**src/rtl/pc_trace_pkg.sv**
```systemverilog
// Shared types for the PC trace controller: run-state encoding and trace entry layout.
// Build option TRACE_OVERWRITE_EN selects the overflow policy inside trace_fifo.
package pc_trace_pkg;

  localparam int TRACE_ADDR_W = 32;

  typedef enum logic [1:0] {
    S_IDLE    = 2'd0,
    S_RUN     = 2'd1,
    S_HALTED  = 2'd2,
    S_TIMEOUT = 2'd3
  } state_t;

  // Entry layout at the default address width; rd_data is this struct packed MSB-first.
  typedef struct packed {
    logic [TRACE_ADDR_W-1:0] pc;
    logic [31:0]             instr;
    logic [TRACE_ADDR_W-1:0] npc;
  } trace_entry_t;

  function automatic int entry_w(input int addr_w);
    return 2 * addr_w + 32;
  endfunction

endpackage

```
**src/rtl/trace_fifo.sv**
```systemverilog
// Circular trace buffer with an extra pointer bit for full/empty and a saturating drop counter.
// TRACE_OVERWRITE_EN: overflow evicts the oldest entry; otherwise the incoming entry is dropped.
module trace_fifo #(
  parameter int DEPTH = 16,
  parameter int WIDTH = 96
) (
  input  logic             clk,
  input  logic             rst,
  input  logic             wr_en,
  input  logic [WIDTH-1:0] wr_data,
  input  logic             rd_en,
  output logic [WIDTH-1:0] rd_data,
  output logic             empty,
  output logic             full,
  output logic [15:0]      drop_cnt
);

  localparam int PTR_W = $clog2(DEPTH);

  logic [WIDTH-1:0] mem [DEPTH];
  logic [PTR_W:0]   wr_ptr;
  logic [PTR_W:0]   rd_ptr;
  logic             do_pop;
  logic             overflow;
  logic             do_write;
  logic             adv_rd;

  assign empty    = (wr_ptr == rd_ptr);
  assign full     = (wr_ptr[PTR_W] != rd_ptr[PTR_W]) &&
                    (wr_ptr[PTR_W-1:0] == rd_ptr[PTR_W-1:0]);
  assign do_pop   = rd_en && !empty;
  // A pop in the same cycle frees the slot, so a write to a full buffer is only lost without one.
  assign overflow = wr_en && full && !do_pop;

`ifdef TRACE_OVERWRITE_EN
  assign do_write = wr_en;
  assign adv_rd   = do_pop || overflow;
`else
  assign do_write = wr_en && !overflow;
  assign adv_rd   = do_pop;
`endif

  always_ff @(posedge clk) begin
    if (do_write) mem[wr_ptr[PTR_W-1:0]] <= wr_data;
  end

  always_ff @(posedge clk or posedge rst) begin
    if (rst) begin
      wr_ptr   <= '0;
      rd_ptr   <= '0;
      drop_cnt <= '0;
    end else begin
      if (do_write) wr_ptr <= wr_ptr + 1'b1;
      if (adv_rd)   rd_ptr <= rd_ptr + 1'b1;
      if (overflow && (drop_cnt != 16'hFFFF)) drop_cnt <= drop_cnt + 16'd1;
    end
  end

  assign rd_data = mem[rd_ptr[PTR_W-1:0]];

endmodule

```
**src/rtl/pc_trace_ctrl.sv**
```systemverilog
// Run controller for CPU commit tracing: detects halt (repeated self-loop) and cycle timeout.
// Overflow policy of the trace buffer is selected by TRACE_OVERWRITE_EN.
module pc_trace_ctrl
  import pc_trace_pkg::*;
#(
  parameter int ADDR_W      = 32,
  parameter int DEPTH       = 16,
  parameter int MAX_CYCLES  = 200,
  parameter int HALT_REPEAT = 3
) (
  input  logic                  clk,
  input  logic                  rst,
  input  logic                  start,
  input  logic                  commit_valid,
  input  logic [ADDR_W-1:0]     pc,
  input  logic [ADDR_W-1:0]     npc,
  input  logic [31:0]           instr,
  input  logic                  rd_en,
  output logic [2*ADDR_W+31:0]  rd_data,
  output logic                  empty,
  output logic                  full,
  output logic [15:0]           drop_cnt,
  output logic [31:0]           cycle_cnt,
  output logic                  halted,
  output logic                  timeout
);

  localparam int ENTRY_W = entry_w(ADDR_W);
  localparam int REP_W   = $clog2(HALT_REPEAT + 1);

  state_t           state;
  logic [REP_W-1:0] repeat_cnt;
  logic             trace_wr;
  logic             self_loop;
  logic             halt_hit;
  logic [31:0]      cycle_next;

  assign trace_wr   = (state == S_RUN) && commit_valid;
  assign self_loop  = (npc == pc);
  assign halt_hit   = trace_wr && self_loop && (repeat_cnt == REP_W'(HALT_REPEAT - 1));
  assign cycle_next = cycle_cnt + 32'd1;

  always_ff @(posedge clk or posedge rst) begin
    if (rst) begin
      state      <= S_IDLE;
      cycle_cnt  <= '0;
      repeat_cnt <= '0;
      halted     <= 1'b0;
      timeout    <= 1'b0;
    end else begin
      case (state)
        S_IDLE, S_HALTED, S_TIMEOUT: begin
          if (start) begin
            state      <= S_RUN;
            cycle_cnt  <= '0;
            repeat_cnt <= '0;
            halted     <= 1'b0;
            timeout    <= 1'b0;
          end
        end
        S_RUN: begin
          cycle_cnt <= cycle_next;
          if (trace_wr) repeat_cnt <= self_loop ? repeat_cnt + 1'b1 : '0;
          // Halt wins when both terminations land on the same cycle.
          if (halt_hit) begin
            state  <= S_HALTED;
            halted <= 1'b1;
          end else if (cycle_next == 32'(MAX_CYCLES)) begin
            state   <= S_TIMEOUT;
            timeout <= 1'b1;
          end
        end
        default: state <= S_IDLE;
      endcase
    end
  end

  trace_fifo #(
    .DEPTH (DEPTH),
    .WIDTH (ENTRY_W)
  ) u_fifo (
    .clk      (clk),
    .rst      (rst),
    .wr_en    (trace_wr),
    .wr_data  ({pc, instr, npc}),
    .rd_en    (rd_en),
    .rd_data  (rd_data),
    .empty    (empty),
    .full     (full),
    .drop_cnt (drop_cnt)
  );

endmodule

```
**config.mk**
```make
export PLATFORM = sky130hd
export DESIGN_NAME = pc_trace_ctrl
export DESIGN_NICKNAME = d
export VERILOG_FILES = /design/src/rtl/pc_trace_pkg.sv /design/src/rtl/trace_fifo.sv /design/src/rtl/pc_trace_ctrl.sv
export SDC_FILE = /design/constraint.sdc
export NUM_CORES = 1
export LEC_CHECK = 0
export CAP_MARGIN = 20
export CORE_MARGIN = 4
export CORE_UTILIZATION = 44
export DETAILED_ROUTE_END_ITERATION = 12
export GPL_TIMING_DRIVEN = 0
export HOLD_SLACK_MARGIN = 0.05
export PLACE_DENSITY_LB_ADDON = 0.12
export SLEW_MARGIN = 20
export SYNTH_ARGS = -nofsm -noshare
export SYNTH_HDL_FRONTEND = slang
export SYNTH_SLANG_ARGS = --single-unit
```
**constraint.sdc**
```tcl
create_clock -name clk -period 24.1 [get_ports clk]
set_clock_uncertainty 0.05 [all_clocks]
set_input_delay 3.615 -clock clk [delete_from_list [all_inputs] [get_ports clk]]
set_output_delay 3.615 -clock clk [all_outputs]
set_load 0.01 [all_outputs]
```
==> key figures <==
Hold path
  – Worst min-delay path class: flop to flop

Clock tree
  – CTS max path bufs: 3
  – Number of hold buffers added after CTS: 0
  – Number of levels the H-tree was split into: 4
  – Clock Sink Count: 1600
  – Total setup buffers inserted after CTS: 0
  – Latest clock arrival within the worst-skew pair: ~780 ps
  – Number of gates resized after cts: 0
  – TritonCTS clock tree: yes
  – Root Buffer: sky130_fd_sc_hd__clkbuf_16
  – Number of clock buffers inserted by TritonCTS: between 150 and 200
  – Clock-pin transition on the worst setup and hold timing paths: 60 ps

Die
  – Chip height: roughly 380 um
  – Full die area: roughly 0.15 mm^2
  – Ports placed on the boundary: between 200 and 250
  – Core outline area: 0.139 mm^2
  – Floorplan die width: 383 um
  – Initial core utilization: 44.3%
  – Site row count: between 100 and 150

Timing
  – Setup TNS: 0 ps
  – Hold Fails Final Rpt: 0
  – Highest achievable clock rate: between 100 and 150 MHz
  – Transition time at the pin with the least slew margin: about 1200 ps
  – Final critical-path share of the clock period: a little over a third
  – RSZ-0062 raised after global routing: no
  – Max Slew Vio Count: 0
  – Worst slew slack as a fraction of its limit: between 20% and 30%
  – Min Tclk post-route: between 8000 and 9000 ps
  – Number of setup violations in the final report: 0

Setup path
  – Crit path required time: 20430 ps
  – Maximum fanout count along the critical path: 10
  – Start-to-end type of the worst setup path: flop to output pin
  – Worst Setup End Kind: output pin
  – Data arrival time at the worst-slack endpoint: 4870 ps
  – Category of the worst setup path launch point: flop

Power
  – Final total power: around 8.6 mW
  – Leakage power total: approximately 24 nW
  – Power density of the placed cells: about 120 mW/mm^2
  – Highest ir drop seen on vdd: 54.9 uV

Yosys
  – Flip-flop and latch count after synthesis: 1600
  – Mean cell area of the mapped netlist: approximately 24 um^2
  – Most common cell in the synthesized netlist: sky130_fd_sc_hd__edfxtp_1
  – Top area cells in the synthesized netlist: sky130_fd_sc_hd__edfxtp_1 75%, sky130_fd_sc_hd__mux4_2 18%, sky130_fd_sc_hd__dfrtp_1 2.6%, sky130_fd_sc_hd__xor2_1 0.61%, sky130_fd_sc_hd__clkbuf_1 0.46%
  – Number of flops mapped to enable cells by yosys: between 1500 and 2000
  – Syn Nets: around 2700
  – Synth warn: 0
  – Share of async-settable or async-resettable flops after synthesis: 4.00%
  – Post-synthesis cell type count: 55
  – Most common library cells after synthesis: 1536 x sky130_fd_sc_hd__edfxtp_1, 480 x sky130_fd_sc_hd__mux4_2, 75 x sky130_fd_sc_hd__clkbuf_1
  – Post-synthesis instance total: about 2600
  – Synthesized cell area: 0.0617 mm^2
  – Sequential cell area fraction in the yosys report: between 70% and 80%
  – Leading area contributor after synthesis: sky130_fd_sc_hd__edfxtp_1
  – Post-synth top flop: sky130_fd_sc_hd__edfxtp_1
  – Share of the synthesized area in the top cell type: about three quarters

Final layout
  – Post-Route Utilization: between 50% and 60%
  – Area growth from synthesis to layout: 20.5%
  – Share of cells above drive strength 1: between 20% and 30%
  – Number of nets at the end of the flow: between 3000 and 4000

Flow run
  – Max-capacitance violation count: 0

Placed design
  – Detailed placer's ending HPWL: between 100 and 150 mm
  – Number of port buffers: 248
  – Routability-driven placement congestion ratio: around 0.83

Route
  – Starting DRT DRC Count: roughly 3200
  – Drt wl/cell: approximately 31 um
  – Antenna Nets Post-Route: 0
  – Drc violations: 0
  – Total wire length: 162 mm
  – Average via count per standard cell: ~5.8
  – Total vias in the final route: 30000
  – Total iterations of the first detailed-routing run: 6

Global route
  – Antenna violations before repair: 16
  – Largest net degree at the start of global routing: 34
  – GRT Util Overall: ~22%
  – Number of global-route vias before repair: 31200
  – Wire length of the first global-routing pass: roughly 230 mm
  – Remaining global-route overflow: 0

Status
  – Result of the run: complete, no violations
[critical path, cell delays in order (launching register included)]
cell                              delay (ps)
sky130_fd_sc_hd__dfrtp_1                 340
sky130_fd_sc_hd__buf_2                   400
sky130_fd_sc_hd__clkbuf_1                920
sky130_fd_sc_hd__clkbuf_1                880
sky130_fd_sc_hd__mux4_2                  430
sky130_fd_sc_hd__mux4_2                  470
sky130_fd_sc_hd__clkdlybuf4s50_1         620
[per-layer routing]
| metal | routed length (um) | GRT usage (%) | vias to the layer above | share of wire (%) |
|---|---|---|---|---|
| li1 | - | - | 12400 | - |
| met1 | 67000 | 30.9 | 16300 | 41 |
| met2 | 80100 | 36.5 | 1071 | 50 |
| met3 | 10900 | 4.32 | 229 | 6.7 |
| met4 | 3580 | 6.01 | 14 | 2.2 |
| met5 | 86 | 0 | - | 0.053 |
[where the power goes]
part / internal, mW / switching, mW / total (mW)
logic: 1.34 / 1.44 / 2.78
clock network: 1.42 / 1.03 / 2.45
registers: 3.30 / 0.0578 / 3.36
[flip-flops by register name, summed over array words and instances (netlist names)]
register	count
u_fifo.rd_ptr	5
repeat_cnt	2
state	2
u_fifo.wr_ptr	5
halted	1
timeout	1
cycle_cnt	32
u_fifo.drop_cnt	16
u_fifo.mem	1536
[layout by cell type (no fill, tap or decap), types with 33 or more instances in the layout]
cell,count
sky130_fd_sc_hd__edfxtp_1,1536
sky130_fd_sc_hd__mux4_2,480
sky130_fd_sc_hd__clkdlybuf4s50_1,248
sky130_fd_sc_hd__clkbuf_16,169
sky130_fd_sc_hd__clkbuf_1,102
sky130_fd_sc_hd__dfrtp_1,64
sky130_fd_sc_hd__buf_4,53
sky130_fd_sc_hd__buf_2,48
sky130_fd_sc_hd__buf_16,47
sky130_fd_sc_hd__nand2_1,46
sky130_fd_sc_hd__o21ai_0,45
sky130_fd_sc_hd__xor2_1,43
sky130_fd_sc_hd__clkinv_1,41
sky130_fd_sc_hd__buf_12,33
[logic make-up after synthesis]
kind of cell | after synthesis | synth area share [%]
buf+inv | 147 | 1.03
fa+ha+maj | 9 | 0.182
xor+xnor | 74 | 1.09
flops | 1600 | 77.3
simple gates | 218 | 1.95
compound gates | 87 | 0.857
mux | 483 | 17.6
[final timing paths]
| check | start | to | slack [ps] | cells after the start |
|---|---|---|---|---|
| max | u_fifo.rd_ptr[1] | rd_data[74] | 15560 | 6 |
| min | u_fifo.wr_ptr[4] | u_fifo.wr_ptr[4] | 440 | 1 |
| max reg2reg | u_fifo.rd_ptr[3] | u_fifo.mem[0][60] | 19660 | 12 |
| min reg2reg | u_fifo.wr_ptr[4] | u_fifo.wr_ptr[4] | 440 | 1 |
| max in group asynchronous | rst | u_fifo.rd_ptr[0] | 20280 | 3 |
| min in group asynchronous | rst | cycle_cnt[29] | 3170 | 2 |
[per-stage QoR]
stage | area, um^2 | setup slack (ps) | hold WS, ps | instances
after floorplan | 61700 | 12660 | 407 | 2618
after global placement | 66600 | 2640 | 418 | 4742
after detailed placement | 69200 | 16320 | 426 | 4889
after CTS | 74300 | 15460 | 438 | 5188
after global routing | 74300 | 15420 | 459 | 5189
final | 74400 | 15560 | 439 | 5194
[final cells by class]
class	instances	area [um^2]
Fill cell	10600	65000
Multi-Input combinational cell	871	13500
Sequential cell	1600	47700
Inverter	13	51.3
Clock inverter	94	773
Tap cell	1876	2350
Antenna cell	6	15.0
Buffer	134	606
Timing Repair Buffer	395	5000
Clock buffer	205	4360
(Power assumes the default switching activity.)
